<file path="src/rtl/multicycle_ctrl_pkg.sv">
// Shared definitions for the multi-cycle sequencer: opcode constants,
// FSM state encoding, instruction classes and ALU operation selects.
package multicycle_ctrl_pkg;

   localparam logic [6:0] OP_LOAD   = 7'b0000011;
   localparam logic [6:0] OP_STORE  = 7'b0100011;
   localparam logic [6:0] OP_RTYPE  = 7'b0110011;
   localparam logic [6:0] OP_BRANCH = 7'b1100011;
   localparam logic [6:0] OP_IALU   = 7'b0010011;

   localparam logic [1:0] ALUOP_ADD   = 2'b00;
   localparam logic [1:0] ALUOP_SUB   = 2'b01;
   localparam logic [1:0] ALUOP_FUNCT = 2'b10;

   typedef enum logic [2:0] {
      S_IDLE,
      S_FETCH,
      S_DECODE,
      S_EXEC,
      S_MEM,
      S_WB,
      S_HALT
   } state_t;

   typedef enum logic [2:0] {
      CLS_LOAD,
      CLS_STORE,
      CLS_RTYPE,
      CLS_BRANCH,
      CLS_IALU,
      CLS_ILLEGAL
   } cls_t;

   // Map a raw opcode onto the instruction class the sequencer cares about.
   function automatic cls_t classify(input logic [6:0] op);
      cls_t c;
      case (op)
         OP_LOAD:   c = CLS_LOAD;
         OP_STORE:  c = CLS_STORE;
         OP_RTYPE:  c = CLS_RTYPE;
         OP_BRANCH: c = CLS_BRANCH;
         OP_IALU:   c = CLS_IALU;
         default:   c = CLS_ILLEGAL;
      endcase
      return c;
   endfunction

endpackage

</file>
<file path="src/rtl/multicycle_ctrl_mem_wait_timer.sv">
// Wait-state timer for memory handshakes. Counts cycles spent waiting for a
// ready and flags expiry on the cycle the count would reach MEM_TIMEOUT.
module mem_wait_timer #(
   parameter int MEM_TIMEOUT = 16
) (
   input  logic clk,
   input  logic rst_n,
   input  logic clear,
   input  logic run,
   output logic expired
);

   localparam int CW = (MEM_TIMEOUT < 2) ? 1 : $clog2(MEM_TIMEOUT);
   localparam logic [CW-1:0] LAST = CW'(MEM_TIMEOUT - 1);

   logic [CW-1:0] count;

   // Count waiting cycles; a state change restarts the count from zero.
   always_ff @(posedge clk or negedge rst_n) begin
      if (!rst_n) begin
         count <= '0;
      end else if (clear) begin
         count <= '0;
      end else if (run && (count != LAST)) begin
         count <= count + CW'(1);
      end
   end

   assign expired = run && (count == LAST);

endmodule

</file>
<file path="src/rtl/multicycle_ctrl.sv">
// Multi-cycle sequencer for the non-pipelined RV32 datapath. Steps each
// instruction through FETCH/DECODE/EXEC/MEM/WB, owns PC/IR/regfile write
// timing, stalls on memory wait states and halts on bad opcodes or timeouts.
module multicycle_ctrl
   import multicycle_ctrl_pkg::*;
#(
   parameter int MEM_TIMEOUT = 16,
   parameter int CNT_W       = 32
) (
   input  logic             clk,
   input  logic             rst_n,
   input  logic [6:0]       opcode,
   input  logic             zero,
   input  logic             imem_ready,
   input  logic             dmem_ready,
   output logic             imem_req,
   output logic             dmem_req,
   output logic             dmem_we,
   output logic             ir_write,
   output logic             pc_write,
   output logic             pc_sel,
   output logic             regwrite,
   output logic             memtoreg,
   output logic             alusrc,
   output logic [1:0]       aluop,
   output logic             halted,
   output logic             bus_err,
   output logic [CNT_W-1:0] instret
);

   state_t     state, state_next;
   cls_t       cls, cls_next;
   logic       waiting;
   logic       expired;
   logic       timeout_hit;
   logic       clear_timer;
   logic       op_alusrc;
   logic [1:0] op_aluop;

   assign waiting = ((state == S_FETCH) && !imem_ready) ||
                    ((state == S_MEM)   && !dmem_ready);

   assign clear_timer = (state_next != state);

   assign op_alusrc = (cls == CLS_LOAD) || (cls == CLS_STORE) || (cls == CLS_IALU);
   assign op_aluop  = (cls == CLS_RTYPE)  ? ALUOP_FUNCT :
                      (cls == CLS_BRANCH) ? ALUOP_SUB   : ALUOP_ADD;

   mem_wait_timer #(
      .MEM_TIMEOUT(MEM_TIMEOUT)
   ) u_timer (
      .clk    (clk),
      .rst_n  (rst_n),
      .clear  (clear_timer),
      .run    (waiting),
      .expired(expired)
   );

   // State and latched instruction class.
   always_ff @(posedge clk or negedge rst_n) begin
      if (!rst_n) begin
         state <= S_IDLE;
         cls   <= CLS_ILLEGAL;
      end else begin
         state <= state_next;
         cls   <= cls_next;
      end
   end

   // Next-state selection and per-state datapath strobes.
   always_comb begin
      state_next  = state;
      cls_next    = cls;
      imem_req    = 1'b0;
      dmem_req    = 1'b0;
      dmem_we     = 1'b0;
      ir_write    = 1'b0;
      pc_write    = 1'b0;
      pc_sel      = 1'b0;
      regwrite    = 1'b0;
      memtoreg    = 1'b0;
      alusrc      = 1'b0;
      aluop       = ALUOP_ADD;
      halted      = 1'b0;
      timeout_hit = 1'b0;
      case (state)
         S_IDLE: begin
            state_next = S_FETCH;
         end
         S_FETCH: begin
            imem_req = 1'b1;
            if (imem_ready) begin
               ir_write   = 1'b1;
               state_next = S_DECODE;
            end else if (expired) begin
               timeout_hit = 1'b1;
               state_next  = S_HALT;
            end
         end
         S_DECODE: begin
            cls_next = classify(opcode);
            if (cls_next == CLS_ILLEGAL) begin
               state_next = S_HALT;
            end else begin
               state_next = S_EXEC;
            end
         end
         S_EXEC: begin
            alusrc = op_alusrc;
            aluop  = op_aluop;
            case (cls)
               CLS_LOAD, CLS_STORE: state_next = S_MEM;
               CLS_RTYPE, CLS_IALU: state_next = S_WB;
               CLS_BRANCH: begin
                  pc_write   = 1'b1;
                  pc_sel     = zero;
                  state_next = S_FETCH;
               end
               default: state_next = S_HALT;
            endcase
         end
         S_MEM: begin
            alusrc   = op_alusrc;
            aluop    = op_aluop;
            dmem_req = 1'b1;
            dmem_we  = (cls == CLS_STORE);
            if (dmem_ready) begin
               if (cls == CLS_STORE) begin
                  pc_write   = 1'b1;
                  state_next = S_FETCH;
               end else begin
                  state_next = S_WB;
               end
            end else if (expired) begin
               timeout_hit = 1'b1;
               state_next  = S_HALT;
            end
         end
         S_WB: begin
            regwrite   = 1'b1;
            memtoreg   = (cls == CLS_LOAD);
            pc_write   = 1'b1;
            state_next = S_FETCH;
         end
         S_HALT: begin
            halted = 1'b1;
         end
         default: begin
            state_next = S_HALT;
         end
      endcase
   end

   // Retired-instruction counter; every retirement is marked by a PC update.
   always_ff @(posedge clk or negedge rst_n) begin
      if (!rst_n) begin
         instret <= '0;
      end else if (pc_write) begin
         instret <= instret + CNT_W'(1);
      end
   end

   // Sticky record that the halt came from a memory timeout.
   always_ff @(posedge clk or negedge rst_n) begin
      if (!rst_n) begin
         bus_err <= 1'b0;
      end else if (timeout_hit) begin
         bus_err <= 1'b1;
      end
   end

endmodule

</file>
<file path="config.mk">
export PLATFORM = sky130hd
export DESIGN_NAME = multicycle_ctrl
export DESIGN_NICKNAME = d
export VERILOG_FILES = /design/src/rtl/multicycle_ctrl_pkg.sv /design/src/rtl/multicycle_ctrl_mem_wait_timer.sv /design/src/rtl/multicycle_ctrl.sv
export SDC_FILE = /design/constraint.sdc
export NUM_CORES = 1
export LEC_CHECK = 0
export CORE_MARGIN = 1
export CORE_UTILIZATION = 43
export DETAILED_ROUTE_END_ITERATION = 10
export MAX_ROUTING_LAYER = met4
export PLACE_DENSITY = 0.74
export REMOVE_ABC_BUFFERS = 1
export SYNTH_ARGS = -nofsm -noshare
export SYNTH_HDL_FRONTEND = slang
export SYNTH_SLANG_ARGS = --single-unit
</file>
<file path="constraint.sdc">
create_clock -name clk -period 2.1 [get_ports clk]
set_input_delay 0.42 -clock clk [delete_from_list [all_inputs] [get_ports clk]]
set_output_delay 0.42 -clock clk [all_outputs]
set_load 0.02 [all_outputs]
</file>
==> out/qor.csv <==
stage,metric,value,unit
status,outcome,finished clean,
worst_setup_path,worstPathMaxFanout,6,
power,internal_power,1.33,mW
clock_tree,postCtsSetupBuffers,0,
sta,worst_pin_slew,0.541,ns
synth,synth_flop_cell,dfrtp_1,
worst_setup_path,critPathKind,flop to flop,
sta,layout_worst_path_cycle_share,0.969,
die,dieArea,5760,µm²
route,vias_per_cell,5.29,
power,p_comb_frac,0.037,
sta,clock.fmax,0.491,GHz
synth,synth_edf_count,0,
clock_tree,cts_buffers,5,
route,drc,0,
cells_and_area,area_delta_synth_final,44.7,%
worst_setup_path,cp-end-kind,flop,
route,wire_per_inst,14.3,µm
placed_design,place_congestion,0.860,
route,drt_iter0_markers,65,
hold_path,min_path_type,primary input to asynchronous set/reset pin,
global_routing,track_usage,0.209,
synth,ys_types,46,
cells_and_area,n_fill_cell,404,
sta,setup_viol,0,
sta,layout_setup_ws,0.0646,ns
worst_setup_path,rr_endpoint,instret[23]$_DFFE_PN0P_,
die,coreArea,5170,µm²
placed_design,placed_area,3220,µm²
synth,netlist_area,2350,µm²
route,dr.pass1.iters,5,
die,die_w,75.9,µm
sta,finalHoldViolCount,0,
power,p_clk_frac,0.462,
clock_tree,tritoncts_num_sinks,43,
run,max-cap-violations,0,
power,peakVddDrop,0.439,mV
clock_tree,clock_tree.buffer_depth,2,
power,leakage,1.40,nW
cells_and_area,final_nets,333,
placed_design,dp_slack,-0.448,ns
route,wl,5590,µm
route,drtAntennaViolNets,0,
synth,synth_seq_cells,43,
clock_tree,ctsHoldBuffers,0,
global_routing,grt_pass1_wl,9440,µm
die,num_io_pins,57,
clock_tree,clk_latency,0.29,ns
cells_and_area,final_cell_area,3400,µm²
clock_tree,root_buffer,clkbuf_8,
sta,skew,0.00732,ns
placed_design,dp_hpwl,4040,µm
route,vias,2063,
cells_and_area,multiInputGateArea,1270,µm²
cells_and_area,drive_gt1_frac,0.238,
clock_tree,cts.clk_slew.worst_paths,0.09,ns
power,swShare,0.192,
sta,drv_slew,0,
die,start_util,0.454,
sta,min_period,2.04,ns
worst_setup_path,r2r_cells,6,
sta,setup-tns-final,0,ns
global_routing,grt_pass1_vias,1998,
cells_and_area,layout.cells.most_common,clkdlybuf4s50_1,
power,power.total,1.65,mW
global_routing,antenna_found_initial,0,
die,die_y,75.9,µm
worst_setup_path,worst_setup_path_start_kind,flop,
clock_tree,cts_tree,built,
worst_setup_path,ff2ff_setup_slack,0.06,ns
global_routing,grt_start_max_net_pins,23,
synth,avgSynthCellArea,10.1,µm²
power,cellPowerDensity,486,nW/µm²
cells_and_area,diodes,0,
cells_and_area,register_area,1080,µm²
global_routing,overflow,0,
clock_tree,htreeDepth,2,
synth,async_reset_ff_frac,1.00,
worst_setup_path,worst_ep_arrival_time,2.25,ns
placed_design,port_buffers,56,
synth,synth_seq_area_share,0.459,
die,row_count,26,
worst_setup_path,required,2.32,ns
worst_setup_path,timing.rr.start,cls[0]$_DFFE_PN1N_,
power,power.switching,0.317,mW
power,pwr-share-seq,0.501,
synth,yosysWarnings,0,
cells_and_area,final_cell_mix,"clkdlybuf4s50_1, dfrtp_1, buf_4",
synth,syn_inst,232,
sta,slew_headroom,0.639,
## metal layers
layer / part of all wire / wire length [µm] / global-route usage
met5: 0 / 0 / -
met4: 0.0050 / 28 / 0.0500
met3: 0.047 / 262 / 0.0434
met2: 0.50 / 2780 / 0.335
met1: 0.45 / 2520 / 0.272
## kinds of logic after synthesis
logic type / Yosys count / share of synthesized area
adder cells (fa/ha/maj): 2 / 0.0107
AO/OA/AOI/OAI: 25 / 0.0831
AND/OR/NAND/NOR: 110 / 0.275
XOR/XNOR: 34 / 0.127
flip-flops: 43 / 0.459
buffers and inverters: 15 / 0.0314
multiplexers: 3 / 0.0133
## synthesized netlist by cell type (2+ instances only)
master | number | area (µm²)
a211oi_1 | 2 | 15.0
clkbuf_1 | 3 | 11.3
nand3b_1 | 2 | 15.0
inv_1 | 5 | 18.8
nor3_1 | 3 | 15.0
and2_1 | 4 | 25.0
nand2b_1 | 5 | 31.3
ha_1 | 2 | 25.0
nor2_1 | 15 | 56.3
o22ai_1 | 2 | 12.5
nor2b_1 | 2 | 12.5
buf_2 | 4 | 20.0
xor2_1 | 8 | 70.1
a21oi_1 | 6 | 30.0
a31oi_1 | 4 | 25.0
xnor2_1 | 26 | 228
mux2i_1 | 2 | 20.0
dfrtp_1 | 41 | 1030
nor4_1 | 3 | 18.8
and3_1 | 14 | 87.6
nand2_1 | 18 | 67.6
and4_1 | 4 | 35.0
or3b_2 | 2 | 17.5
dfstp_2 | 2 | 52.6
a2111oi_0 | 2 | 17.5
nand4_1 | 15 | 93.8
nand3_1 | 15 | 75.1
o21ai_0 | 2 | 10.0
nor4b_1 | 2 | 17.5
## stage by stage
stage                     hold WS, ns  cells   util
after floorplan                 0.124    222      -
after global placement          0.436    382  0.622
after detailed placement        0.438    382  0.622
after CTS                       0.111    390  0.650
after global routing            0.123    390  0.657
final                          0.0947    390  0.657
## power groups by stage
stage | sequential (mW) | clock [mW] | combinational (mW)
after floorplan | 0.844 | 0 | 0.00832
after global placement | 0.844 | 0 | 0.0619
after detailed placement | 0.844 | 0 | 0.0628
after CTS | 0.827 | 0.779 | 0.0631
after global routing | 0.827 | 0.829 | 0.0681
final | 0.827 | 0.762 | 0.0611
## worst max-delay path, stage by stage, from the launching register on
cell and delay, ns:
dfstp_2 0.57, nand3b_1 0.10, buf_4 0.16, and2_1 0.19, a2111o_1 0.54, nor3_2 0.24, xor2_1 0.16
## registers in the layout, summed over array words and instances, names as in the netlist
| signal | count |
|---|---|
| bus_err | 1 |
| state | 3 |
| instret | 32 |
| u_timer.count | 4 |
| cls | 3 |
## timing repair
| action | CTS | global route |
|---|---|---|
| pin swaps | 4 | 6 |
| endpoints found under the setup margin | 17 | 26 |
| resized for setup | 37 | 18 |
| hold endpoints to repair | 0 | 0 |
## worst max path at each step
stage,startpoint,end,slack (ns),cells after the start
after floorplan,state[2]$_DFF_PN0_,instret[1]$_DFFE_PN0P_,-0.29,4
after global placement,dmem_ready,pc_write,-0.48,5
after detailed placement,dmem_ready,pc_write,-0.45,5
after CTS,cls[0]$_DFFE_PN1N_,pc_write,0.0008,4
after global routing,cls[0]$_DFFE_PN1N_,instret[23]$_DFFE_PN0P_,-0.05,6
final,cls[0]$_DFFE_PN1N_,instret[23]$_DFFE_PN0P_,0.06,6
## final cells by class
| class | instances | area share |
|---|---|---|
| clock buffers | 5 | 0.0203 |
| repair buffers | 90 | 0.238 |
| inverters | 5 | 0.00552 |
| well taps | 70 | 0.0258 |
| multi-input cells | 174 | 0.373 |
| clock inverters | 3 | 0.0199 |
| flip-flops and latches | 43 | 0.318 |
Power figures use the tool's default switching activity.
